--- src/rtl/dbus_wb_bridge.sv ---
// Bridge from the MEM-stage data-RAM port to a Wishbone B4 classic master.
// Define DBUS_WB_TIMEOUT_EN to add a bus-wait watchdog and the bus_err_o output.
module dbus_wb_bridge #(
  parameter int ADDR_W  = 32,
  parameter int DATA_W  = 32,
  parameter int TIMEOUT = 255
) (
  input  logic                clk,
  input  logic                rst,
  input  logic                cpu_ce_i,
  input  logic                cpu_we_i,
  input  logic [DATA_W/8-1:0] cpu_sel_i,
  input  logic [ADDR_W-1:0]   cpu_addr_i,
  input  logic [DATA_W-1:0]   cpu_wdata_i,
  input  logic                cpu_stall_i,
  input  logic                flush_i,
  output logic [DATA_W-1:0]   cpu_rdata_o,
  output logic                stallreq_o,
`ifdef DBUS_WB_TIMEOUT_EN
  output logic                bus_err_o,
`endif
  output logic                wb_cyc_o,
  output logic                wb_stb_o,
  output logic                wb_we_o,
  output logic [DATA_W/8-1:0] wb_sel_o,
  output logic [ADDR_W-1:0]   wb_adr_o,
  output logic [DATA_W-1:0]   wb_dat_o,
  input  logic [DATA_W-1:0]   wb_dat_i,
  input  logic                wb_ack_i
);

  typedef enum logic [1:0] {
    IDLE       = 2'd0,
    BUSY       = 2'd1,
    WAIT_STALL = 2'd2
  } state_t;

  state_t              state;
  logic [DATA_W-1:0]   rd_hold;
  logic                bus_done;
  logic [DATA_W-1:0]   hold_data;

`ifdef DBUS_WB_TIMEOUT_EN
  localparam logic [15:0] TIMEOUT_VAL = 16'(TIMEOUT);
  logic [15:0] wait_cnt;
  logic        timed_out;

  // Ack wins over the watchdog when both land in the same cycle.
  assign timed_out = (state == BUSY) && !flush_i && !wb_ack_i && (wait_cnt == TIMEOUT_VAL);
  assign bus_err_o = timed_out;
`endif

  // NOTE: every variable gets a default before the case so no path infers a latch.
  always_comb begin
    stallreq_o  = 1'b0;
    cpu_rdata_o = '0;
    bus_done    = 1'b0;
    hold_data   = wb_dat_i;
    case (state)
      IDLE: stallreq_o = cpu_ce_i & ~flush_i;
      BUSY: begin
        if (!flush_i) begin
          if (wb_ack_i) begin
            bus_done    = 1'b1;
            cpu_rdata_o = wb_we_o ? '0 : wb_dat_i;
          end
`ifdef DBUS_WB_TIMEOUT_EN
          else if (timed_out) begin
            bus_done    = 1'b1;
            hold_data   = DATA_W'(32'hDEADBEEF);
            cpu_rdata_o = hold_data;
          end
`endif
          else begin
            stallreq_o = 1'b1;
          end
        end
      end
      WAIT_STALL: cpu_rdata_o = rd_hold;
      default: ;
    endcase
  end

  // NOTE: sequential state uses non-blocking assignments only, so every register
  // samples pre-edge values regardless of statement order.
  always_ff @(posedge clk or negedge rst) begin
    if (!rst) begin
      state    <= IDLE;
      wb_cyc_o <= 1'b0;
      wb_stb_o <= 1'b0;
      wb_we_o  <= 1'b0;
      wb_sel_o <= '0;
      wb_adr_o <= '0;
      wb_dat_o <= '0;
      rd_hold  <= '0;
`ifdef DBUS_WB_TIMEOUT_EN
      wait_cnt <= '0;
`endif
    end else begin
      case (state)
        IDLE: begin
          if (cpu_ce_i && !flush_i) begin
            wb_cyc_o <= 1'b1;
            wb_stb_o <= 1'b1;
            wb_we_o  <= cpu_we_i;
            wb_sel_o <= cpu_sel_i;
            wb_adr_o <= cpu_addr_i;
            wb_dat_o <= cpu_wdata_i;
            state    <= BUSY;
`ifdef DBUS_WB_TIMEOUT_EN
            wait_cnt <= '0;
`endif
          end
        end
        BUSY: begin
          if (flush_i || bus_done) begin
            wb_cyc_o <= 1'b0;
            wb_stb_o <= 1'b0;
            wb_we_o  <= 1'b0;
          end
          if (flush_i) begin
            state <= IDLE;
          end else if (bus_done) begin
            rd_hold <= hold_data;
            state   <= cpu_stall_i ? WAIT_STALL : IDLE;
          end
`ifdef DBUS_WB_TIMEOUT_EN
          else begin
            wait_cnt <= wait_cnt + 16'd1;
          end
`endif
        end
        WAIT_STALL: begin
          if (!cpu_stall_i || flush_i) state <= IDLE;
        end
        default: state <= IDLE;
      endcase
    end
  end

endmodule

--- config.mk ---
export PLATFORM = sky130hd
export DESIGN_NAME = dbus_wb_bridge
export DESIGN_NICKNAME = d
export VERILOG_FILES = /design/src/rtl/dbus_wb_bridge.sv
export SDC_FILE = /design/constraint.sdc
export NUM_CORES = 1
export LEC_CHECK = 0
export CORE_ASPECT_RATIO = 0.75
export CORE_MARGIN = 4
export CORE_UTILIZATION = 37
export DETAILED_ROUTE_END_ITERATION = 7
export GPL_TIMING_DRIVEN = 0
export PLACE_DENSITY = 0.75
export SYNTH_ARGS = -nofsm -noshare
export SYNTH_HDL_FRONTEND = slang
export SYNTH_SLANG_ARGS = --single-unit
--- constraint.sdc ---
create_clock -name clk -period 1.9 [get_ports clk]
set_clock_uncertainty 0.05 [all_clocks]
set_input_delay 0.38 -clock clk [delete_from_list [all_inputs] [get_ports clk]]
set_output_delay 0.38 -clock clk [all_outputs]
set_load 0.02 [all_outputs]
==> metrics <==
CTS clk-pin slew, worst paths around 0.070 ns; Pre-antenna DRT Iters 4; LEAKAGE about 3.1 nW; final clock period utilization by the worst path 1.27; drt drc 0; CTS Hold Bufs 0; number of global-route vias before repair 3622; final setup vio count 33; Syn Area/Cell roughly 15 µm²; non-filler cells, final 686; sequential share of the synthesized area 0.591; largest net degree at the start of global routing 58; Yosys top cell by area dfrtp_1; Slew @ Worst Pin ~0.64 ns; placed cells around 660; critical path class input port to output port; initial drt markers 74; first-pass GRT wire length 18.9 mm; # IOs around 210; Critical Path End Type output port; Peak VDD IR about 0.96 mV; crit-path max cell delay between 0.6 and 0.7 ns; RSZ-0062 raised after global routing yes; input/output buffers between 200 and 250; CTS Buf Count 9; Power Density ~1500 nW/µm²; CP Launch Type input port; min Tclk post-route between 2 and 2.5 ns; slowest CP cell clkdlybuf4s50_1; starting density of the core 0.379; Worst Setup SP flush_i; most common library cell in the layout ignoring fill and taps clkdlybuf4s50_1; Routability Congestion roughly 0.77; DIE WIDTH between 100 and 150 µm; via density per instance 4.78; num rows 34; final wirelength 12.1 mm; nets@finish about 630; Congestion Overflow GR 0; synth warn 0; R2R Path Start state[0]; f_max about 410 MHz; Fillers approximately 910; relative slew slack 0.570; Worst Path Max Fanout 7; H-tree Lvls 3; Clock Root Buffer clkbuf_16; core area 11600 µm²; dpl hpwl 8.97 mm; setup total negative slack -15.02 ns; fraction of layout cells with a size suffix above 1 0.351; # diodes 0; Post-Syn Instances about 280; CTS tree done; largest cells by area after synthesis dfrtp_1, mux2_2, a22o_1; failing checks setup timing; die footprint approximately 14000 µm²; Req. time, crit path around 1.5 ns; synthesis-stage register bit count 104; Chip Height about 100 µm; Routed wire per std cell around 18 µm; max-slew violations 0; initial antenna violation count 0; worst-path cell chain clkdlybuf4s50_1 > nand3b_4 > nor3b_4 > buf_6 > buf_12 > buf_12 > a22o_1 > buf_6; most frequent cells in the layout clkdlybuf4s50_1, dfrtp_1, mux2_2, buf_6, a22o_1; Final WS setup -0.520 ns; Post-Synthesis Cell Area between 4000 and 5000 µm²; area delta synth->final 64.8%; Hold Path Class input port to asynchronous set/reset pin; status finished, violations left; Final Hold Fails 0; CP arrival between 1.5 and 2 ns; Synth top area share 0.591; Netlist cell types 27; antenna-violating nets left 0; Clock Path Buffers 2; total track usage 0.177; Sink Count between 100 and 150; syn_nets roughly 390; via count of the routed design 3281; reg2reg path depth 7; Post-Route Utilization 0.625; clk_lat worst skew ~0.34 ns; max-cap viol count 0
[sequential cells by signal, indices dropped and copies added, names as in the netlist]
signal	flops
rd_hold	32
wb_adr_o	32
wb_dat_o	32
wb_sel_o	4
state	2
wb_stb_o	1
wb_we_o	1
[path summary, 6_finish.rpt]
check / end / slack (ns)
worst min register to register: wb_dat_o[20] / 0.44
worst max-delay path: cpu_rdata_o[1] / -0.52
worst min-delay path: rd_hold[3] / 0.003
max in group asynchronous: rd_hold[27] / 1.09
min in group clk: wb_dat_o[20] / 0.44
worst max register to register: wb_adr_o[25] / 0.12
[power by group]
part / total (mW) / switching [mW] / internal [mW]
logic: 5.15 / 2.29 / 2.86
clock network: 1.92 / 0.845 / 1.08
registers: 3.92 / 0.587 / 3.33
[cell type report]
class / instances / area, µm² / share of cell area
inverter: 4 / 15.0 / 0.00207
sequential: 104 / 2600 / 0.359
buffer: 17 / 159 / 0.0219
timing repair buffer: 227 / 2300 / 0.317
clock buffer: 10 / 239 / 0.0329
tap: 162 / 203 / 0.0279
multi-input combinational: 156 / 1660 / 0.229
clock inverter: 6 / 75.1 / 0.0103
[cell usage after synthesis (all sizes together)]
| cell | number |
|---|---|
| nor3b | 3 |
| a211o | 1 |
| dfrtp | 104 |
| buf | 16 |
| ha | 3 |
| nor2b | 1 |
| or4bb | 1 |
| nand3b | 2 |
| a2bb2oi | 1 |
| mux2 | 100 |
| o2bb2ai | 2 |
| nand2 | 3 |
| a22o | 32 |
| o21ai | 2 |
| o221ai | 1 |
| and2 | 1 |
| inv | 4 |
| clkbuf | 4 |
| a221oi | 1 |
| a21o | 1 |
| or3b | 1 |
[worst max-delay path, delay by kind of cell]
kind                   cells  cell delay, ns
AOI/OAI and AO/OA          1            0.24
and+or+nand+nor            2            0.25
buffers and inverters      5            1.12
[cell families after synthesis]
logic type / count (synthesis) / synth area share
AND/OR/NAND/NOR: 12 / 0.0239
AO/OA/AOI/OAI: 41 / 0.0796
multiplexers: 100 / 0.256
buffers and inverters: 24 / 0.0409
adder cells (fa/ha/maj): 3 / 0.00853
flip-flops: 104 / 0.591
[what timing repair did]
item | in CTS | in global routing
resized for setup | 208 | 12
pin swaps | 24 | 8
cloned | 2 | 0
buffers inserted | 9 | 7
setup endpoints to repair | 34 | 34
[per-stage QoR]
step | power, mW | hold slack (ns) | cell area (µm²) | worst slack (ns)
floorplan | 6.47 | 0.0344 | 4400 | -0.0448
global placement | 8.76 | 0.423 | 6710 | -3.47
detailed placement | 8.93 | 0.392 | 6730 | -0.976
CTS | 11.1 | 0.0215 | 7180 | -0.539
global route | 11.6 | 0.0389 | 7260 | -0.586
finish | 11.0 | 0.00281 | 7260 | -0.520
[metal layers]
metal,part of all wire,vias to the layer above,global-route usage
met3,0.13,14,0.110
li1,-,1500,-
met2,0.48,145,0.290
met4,0.011,0,0.0522
met1,0.37,1622,0.194
met5,0,-,0
(Power assumes the default switching activity.)
